File: src/rtl/encoder_pkg.sv
// Shared definitions for the instruction encoder: request opcodes, instruction
// opcode fields, immediate range limits and small packing helpers.
package encoder_pkg;

   typedef enum logic [3:0] {
      OP_ADD    = 4'd0,
      OP_SUB    = 4'd1,
      OP_AND    = 4'd2,
      OP_ORR    = 4'd3,
      OP_ADDI   = 4'd4,
      OP_SUBI   = 4'd5,
      OP_LDUR   = 4'd6,
      OP_STUR   = 4'd7,
      OP_B      = 4'd8,
      OP_CBZ    = 4'd9,
      OP_CBNZ   = 4'd10,
      OP_MOVI64 = 4'd11
   } req_op_t;

   // R-type opcodes
   localparam logic [10:0] OPC_ADD  = 11'b10001011000;
   localparam logic [10:0] OPC_SUB  = 11'b11001011000;
   localparam logic [10:0] OPC_AND  = 11'b10001010000;
   localparam logic [10:0] OPC_ORR  = 11'b10101010000;
   // I-type opcodes
   localparam logic [9:0]  OPC_ADDI = 10'b1001000100;
   localparam logic [9:0]  OPC_SUBI = 10'b1101000100;
   // D-type opcodes
   localparam logic [10:0] OPC_LDUR = 11'b11111000010;
   localparam logic [10:0] OPC_STUR = 11'b11111000000;
   // Branch opcodes
   localparam logic [5:0]  OPC_B    = 6'b000101;
   localparam logic [7:0]  OPC_CBZ  = 8'b10110100;
   localparam logic [7:0]  OPC_CBNZ = 8'b10110101;
   // Wide-move opcodes
   localparam logic [8:0]  OPC_MOVZ = 9'b110100101;
   localparam logic [8:0]  OPC_MOVK = 9'b111100101;

   // Immediate range limits, checked against the full 64-bit request value
   localparam logic [63:0]        IMM12_LIMIT = 64'd4096;
   localparam logic signed [63:0] DT9_MIN     = -64'sd256;
   localparam logic signed [63:0] DT9_MAX     = 64'sd255;
   localparam logic signed [63:0] BR19_MIN    = -64'sd262144;
   localparam logic signed [63:0] BR19_MAX    = 64'sd262143;
   localparam logic signed [63:0] BR26_MIN    = -64'sd33554432;
   localparam logic signed [63:0] BR26_MAX    = 64'sd33554431;

   // Build an IW-format word (MOVZ / MOVK)
   function automatic logic [31:0] pack_iw(input logic [8:0]  opcode,
                                           input logic [1:0]  hw,
                                           input logic [15:0] imm16,
                                           input logic [4:0]  rd);
      return {opcode, hw, imm16, rd};
   endfunction

   // True when the two's-complement value lies inside [lo, hi]
   function automatic logic in_signed_range(input logic [63:0]        value,
                                            input logic signed [63:0] lo,
                                            input logic signed [63:0] hi);
      return ($signed(value) >= lo) && ($signed(value) <= hi);
   endfunction

endpackage

File: src/rtl/instr_field_pack.sv
// Combinational field packer: maps one request (op + register fields +
// immediate) to its first 32-bit instruction word and reports whether the
// immediate fits the target field. Illegal ops report range_ok = 0.
module instr_field_pack
   import encoder_pkg::*;
(
   input  logic [3:0]  op,
   input  logic [4:0]  rd,
   input  logic [4:0]  rn,
   input  logic [4:0]  rm,
   input  logic [63:0] imm,
   output logic [31:0] word,
   output logic        range_ok
);

   // Select the field layout for the op and check the immediate against its field
   always_comb begin
      word     = 32'd0;
      range_ok = 1'b0;
      case (op)
         OP_ADD: begin
            word     = {OPC_ADD, rm, 6'd0, rn, rd};
            range_ok = 1'b1;
         end
         OP_SUB: begin
            word     = {OPC_SUB, rm, 6'd0, rn, rd};
            range_ok = 1'b1;
         end
         OP_AND: begin
            word     = {OPC_AND, rm, 6'd0, rn, rd};
            range_ok = 1'b1;
         end
         OP_ORR: begin
            word     = {OPC_ORR, rm, 6'd0, rn, rd};
            range_ok = 1'b1;
         end
         OP_ADDI: begin
            word     = {OPC_ADDI, imm[11:0], rn, rd};
            range_ok = (imm < IMM12_LIMIT);
         end
         OP_SUBI: begin
            word     = {OPC_SUBI, imm[11:0], rn, rd};
            range_ok = (imm < IMM12_LIMIT);
         end
         OP_LDUR: begin
            word     = {OPC_LDUR, imm[8:0], 2'b00, rn, rd};
            range_ok = in_signed_range(imm, DT9_MIN, DT9_MAX);
         end
         OP_STUR: begin
            word     = {OPC_STUR, imm[8:0], 2'b00, rn, rd};
            range_ok = in_signed_range(imm, DT9_MIN, DT9_MAX);
         end
         OP_B: begin
            word     = {OPC_B, imm[25:0]};
            range_ok = in_signed_range(imm, BR26_MIN, BR26_MAX);
         end
         OP_CBZ: begin
            word     = {OPC_CBZ, imm[18:0], rd};
            range_ok = in_signed_range(imm, BR19_MIN, BR19_MAX);
         end
         OP_CBNZ: begin
            word     = {OPC_CBNZ, imm[18:0], rd};
            range_ok = in_signed_range(imm, BR19_MIN, BR19_MAX);
         end
         OP_MOVI64: begin
            // First word of the expansion is always MOVZ of the low halfword
            word     = pack_iw(OPC_MOVZ, 2'd0, imm[15:0], rd);
            range_ok = 1'b1;
         end
         default: begin
            word     = 32'd0;
            range_ok = 1'b0;
         end
      endcase
   end

endmodule

File: src/rtl/instr_encoder.sv
// Instruction encoder: accepts abstract operation requests and emits 32-bit
// instruction words through a single output register. A 64-bit constant load
// expands into MOVZ followed by one MOVK per nonzero upper halfword.
module instr_encoder
   import encoder_pkg::*;
(
   input  logic        clock,
   input  logic        reset,
   input  logic        req_valid,
   output logic        req_ready,
   input  logic [3:0]  req_op,
   input  logic [4:0]  req_rd,
   input  logic [4:0]  req_rn,
   input  logic [4:0]  req_rm,
   input  logic [63:0] req_imm,
   output logic        out_valid,
   input  logic        out_ready,
   output logic [31:0] out_instr,
   output logic        out_last,
   output logic        err
);

   localparam logic ST_IDLE   = 1'b0;
   localparam logic ST_EXPAND = 1'b1;

   logic        state;
   logic [4:0]  hold_rd;
   logic [47:0] hold_imm;     // halfwords 1..3 of the constant being expanded
   logic [2:0]  mask;         // bit k-1 set: MOVK for halfword k still pending

   logic [31:0] first_word;
   logic        range_ok;
   logic        accept;
   logic        out_fire;
   logic        is_movi;
   logic [2:0]  first_mask;
   logic [1:0]  next_hw;
   logic [15:0] next_half;
   logic [2:0]  mask_after;
   logic [31:0] movk_word;

   instr_field_pack u_pack (
      .op       (req_op),
      .rd       (req_rd),
      .rn       (req_rn),
      .rm       (req_rm),
      .imm      (req_imm),
      .word     (first_word),
      .range_ok (range_ok)
   );

   // Ready depends only on state and the output register handshake, never on req_valid
   always_comb begin
      req_ready = 1'b0;
      if (state == ST_IDLE) begin
         req_ready = ~out_valid | out_ready;
      end else begin
         req_ready = 1'b0;
      end
   end

   assign accept     = req_valid & req_ready;
   assign out_fire   = out_valid & out_ready;
   assign is_movi    = (req_op == OP_MOVI64);
   assign first_mask = {|req_imm[63:48], |req_imm[47:32], |req_imm[31:16]};

   // Pick the lowest pending halfword and build its MOVK word
   always_comb begin
      next_hw   = 2'd3;
      next_half = hold_imm[47:32];
      if (mask[0]) begin
         next_hw   = 2'd1;
         next_half = hold_imm[15:0];
      end else if (mask[1]) begin
         next_hw   = 2'd2;
         next_half = hold_imm[31:16];
      end else begin
         next_hw   = 2'd3;
         next_half = hold_imm[47:32];
      end
      mask_after = mask & (mask - 3'd1);
      movk_word  = pack_iw(OPC_MOVK, next_hw, next_half, hold_rd);
   end

   // Output register, expansion sequencing and the one-cycle reject pulse
   always_ff @(posedge clock) begin
      if (reset) begin
         state     <= ST_IDLE;
         out_valid <= 1'b0;
         out_instr <= 32'd0;
         out_last  <= 1'b0;
         err       <= 1'b0;
         hold_rd   <= 5'd0;
         hold_imm  <= 48'd0;
         mask      <= 3'd0;
      end else begin
         err <= accept & ~range_ok;
         case (state)
            ST_IDLE: begin
               if (accept && range_ok) begin
                  out_valid <= 1'b1;
                  out_instr <= first_word;
                  if (is_movi && (first_mask != 3'd0)) begin
                     out_last <= 1'b0;
                     hold_rd  <= req_rd;
                     hold_imm <= req_imm[63:16];
                     mask     <= first_mask;
                     state    <= ST_EXPAND;
                  end else begin
                     out_last <= 1'b1;
                  end
               end else if (out_fire) begin
                  out_valid <= 1'b0;
               end
            end
            ST_EXPAND: begin
               // out_valid stays high for the whole expansion
               if (out_fire) begin
                  out_instr <= movk_word;
                  mask      <= mask_after;
                  out_last  <= (mask_after == 3'd0);
                  if (mask_after == 3'd0) begin
                     state <= ST_IDLE;
                  end
               end
            end
            default: begin
               state     <= ST_IDLE;
               out_valid <= 1'b0;
            end
         endcase
      end
   end

endmodule

File: config.mk
export PLATFORM = sky130hd
export DESIGN_NAME = instr_encoder
export DESIGN_NICKNAME = d
export VERILOG_FILES = /design/src/rtl/encoder_pkg.sv /design/src/rtl/instr_field_pack.sv /design/src/rtl/instr_encoder.sv
export SDC_FILE = /design/constraint.sdc
export NUM_CORES = 1
export LEC_CHECK = 0
export ABC_AREA = 1
export CAP_MARGIN = 20
export CORE_MARGIN = 5
export CORE_UTILIZATION = 55
export CTS_BUF_LIST = sky130_fd_sc_hd__clkbuf_8
export CTS_CLUSTER_DIAMETER = 30
export DETAILED_ROUTE_END_ITERATION = 6
export GPL_TIMING_DRIVEN = 0
export PLACE_DENSITY = 0.86
export SETUP_SLACK_MARGIN = 0.02
export SLEW_MARGIN = 20
export SYNTH_ARGS = -nofsm -noshare
export SYNTH_HDL_FRONTEND = slang
export SYNTH_HIERARCHICAL = 1
export SYNTH_SLANG_ARGS = --single-unit
File: constraint.sdc
create_clock -name clock -period 6.91 [get_ports clock]
set_input_delay 1.382 -clock clock [delete_from_list [all_inputs] [get_ports clock]]
set_output_delay 1.382 -clock clock [all_outputs]
set_load 0.03 [all_outputs]
==> results.toml <==
[synth]
synth_cell_type_count = 39
syn_nets = 991
synth_edf_count = 0
ys_seq_area_frac = 0.331
synth_top_flop_cell = "dfxtp_1"
synthCells = 899
synth_area_sq_um = 5560
synthArstFlopShare = 0
synth-seq-cells = 92
yosysWarnings = 6
synth.avg_cell_area_sq_um = 6.19

[grt]
grt_pass1_wl_microns = 31100
first_global_vias = 6068
grt_overflow_total = 0
grt_max_degree = 19
grt_antenna_before_repair = 0
grt_usage = 0.311

[layout]
fin_nets = 1123
n_antenna_cell = 0
final_util = 0.727
syn_to_final_growth_pct = 28.3
drive_above_1_share = 0.0627

[placement]
dp_hpwl_microns = 15400
place.port_buffers = 121
place_ws_ps = 2460
place_congestion = 1.00

[sta]
tns_ps = 0
fin_skew_ps = 13.4
finalHoldViolCount = 0
period_needed_ps = 4240
finalCritPeriodShare = 0.613
worstMarginPinSlew_ps = 719
fmax_ghz = 0.236
slew_headroom = 0.518
rsz0062_at_grt = "no"
drv_slew = 0
setup_viol = 0
setup_slack_ps = 2670

[clock_network]
cts.clk_slew.worst_paths_ps = 100
clock_latency_ps = 370
clockBufferDepth = 2
cts_setup_buffers = 0
cts_tree = "built"
cts_resized = 0
cts_made_buffers = 9
cts_num_sinks = 92
root_buffer = "clkbuf_8"
holdBufCountCts = 0
h-tree-depth = 3

[worst_hold_path]
holdCritStartpoint = "hold_imm[20]"
min_path_cells = 2
hp-class = "flop to flop"
hold_end = "hold_imm[20]"

[worst_setup_path]
cp_cell_sequence = "clkdlybuf4s50_1 -> inv_2 -> a21oi_4 -> clkdlybuf4s50_1"
cp.buffers_inverters = 3
crit_top_cell = "clkdlybuf4s50_1"
critical_path_peak_fanout = 3
cp.arrival_ps = 2860
crit_required_ps = 5530
reg2reg_slack_ps = 5230
r2r-end = "out_instr[14]"
criticalPathCategory = "primary input to primary output"
crit_path_start_kind = "primary input"
reg2reg_from = "out_valid"
crit_family = "buffers and inverters"
slowest_delay_ps = 700
critPathCaptureType = "primary output"
ff2ff_path_depth = 6
cpMaxStageDelayCell = "clkdlybuf4s50_1"

[route]
dr_wl_met3_microns = 1990
via_per_inst = 5.61
routedWlPerCell_microns = 16.7
dr_wl_met2_microns = 8610
vias = 6559
post-route-drc-count = 0
wl_microns = 19500
first_iter_violations = 626
ant_nets = 0
dr.pass1.iters = 6
wl_met1_microns = 8160
topRoutingLayerUsed = "met4"

[power_and_ir_drop]
leakage_uw = 0.00299
ir_drop_mv = 0.111
power.density_nw_per_um2 = 164
p_total_uw = 1170

[status]
outcome = "finished clean"

[floorplan]
rows = 36
ioPinCount = 123
fp.dieW_microns = 111
die_area_sq_um = 12200
initial_core_util = 0.567
coreArea_sq_um = 9820
die_h_microns = 111

[run]
max_cap_viol_count = 0
metal layers:
layer  vias up  GRT usage
met5         -          0
met4         0      0.120
met3        57     0.0635
met2       367      0.484
met1      2949      0.422
li1       3186          -
synth_stat cells (2+ instances only):
cell type	number	area, sq um
clkbuf_1	21	78.8
buf_6	7	78.8
nor2_2	3	18.8
o221ai_1	14	123
o22ai_1	15	93.8
nand2_1	242	908
o21ai_1	4	20.0
nand3_4	2	35.0
o31ai_1	3	22.5
o21ai_0	52	260
a21oi_1	52	260
dfxtp_1	92	1840
inv_1	79	297
nand4_1	30	188
a211oi_1	10	75.1
ha_1	5	62.6
nor2_1	197	739
inv_2	4	15.0
nand3_1	15	75.1
o221a_2	3	33.8
nand2_2	3	18.8
buf_4	6	45.0
nor3_1	2	10.0
buf_2	13	65.1
a31oi_1	11	68.8
cells in the final DEF, fill, tap and decap left out, types with 11 or more instances in the layout:
| master | count |
|---|---|
| inv_1 | 79 |
| clkbuf_1 | 21 |
| nand3_1 | 15 |
| o22ai_1 | 15 |
| buf_2 | 13 |
| o221ai_1 | 14 |
| o21ai_0 | 52 |
| nand4_1 | 30 |
| dfxtp_1 | 92 |
| a21oi_1 | 52 |
| clkdlybuf4s50_1 | 121 |
| nor2_1 | 197 |
| a31oi_1 | 11 |
| nand2_1 | 242 |
power breakdown:
| group | internal [uW] | leakage [uW] | switching, uW |
|---|---|---|---|
| clock network | 140 | 0.0000887 | 223 |
| registers | 545 | 0.000745 | 9.01 |
| logic | 108 | 0.00215 | 149 |
| total | 792 | 0.00299 | 380 |
per-stage QoR:
step / cell area (sq um) / hold WS [ps] / std cells
floorplan: 5560 / 436 / 899
global placement: 6940 / 451 / 1153
detailed placement: 6940 / 454 / 1153
CTS: 7130 / 469 / 1169
global route: 7130 / 501 / 1169
finish: 7130 / 472 / 1169
flip-flops by register name, summed over array words and instances (netlist names):
name,count
hold_rd,5
out_instr,32
state,1
out_last,1
out_valid,1
mask,3
err,1
hold_imm,48
final cells by class:
cell class,count,area (sq um)
plain buffers,48,272
clock buffers,9,124
clock inverters,7,70.1
fillers,909,2690
inverters,86,330
multi-input cells,673,3120
flip-flops and latches,92,1840
well taps,133,166
repair buffers,121,1210
worst max-delay path by stage:
| stage | endpoint | depth (start not counted) | from |
|---|---|---|---|
| global placement | out_instr[13] | 17 | req_imm[35] |
| CTS | req_ready | 4 | out_ready |
| floorplan | mask[1] | 18 | req_op[2] |
| finish | req_ready | 4 | out_ready |
| detailed placement | out_instr[13] | 17 | req_imm[35] |
| global route | out_instr[18] | 17 | req_imm[35] |
kinds of logic (layout without fill, tap and decap cells):
family | Yosys count | in the layout | share of synthesized area
and+or+nand+nor | 501 | 501 | 0.372
AOI/OAI and AO/OA | 167 | 167 | 0.178
buffers and inverters | 134 | 271 | 0.108
DFF | 92 | 92 | 0.331
adders and majority gates | 5 | 5 | 0.0112
worst register-to-register path: stages, from the launching register on:
cell	delay (ps)
dfxtp_1	460
nand3_1	270
nand2_2	250
inv_1	180
buf_2	220
nor2_1	150
nor2_1	50
(Power assumes the default switching activity.)
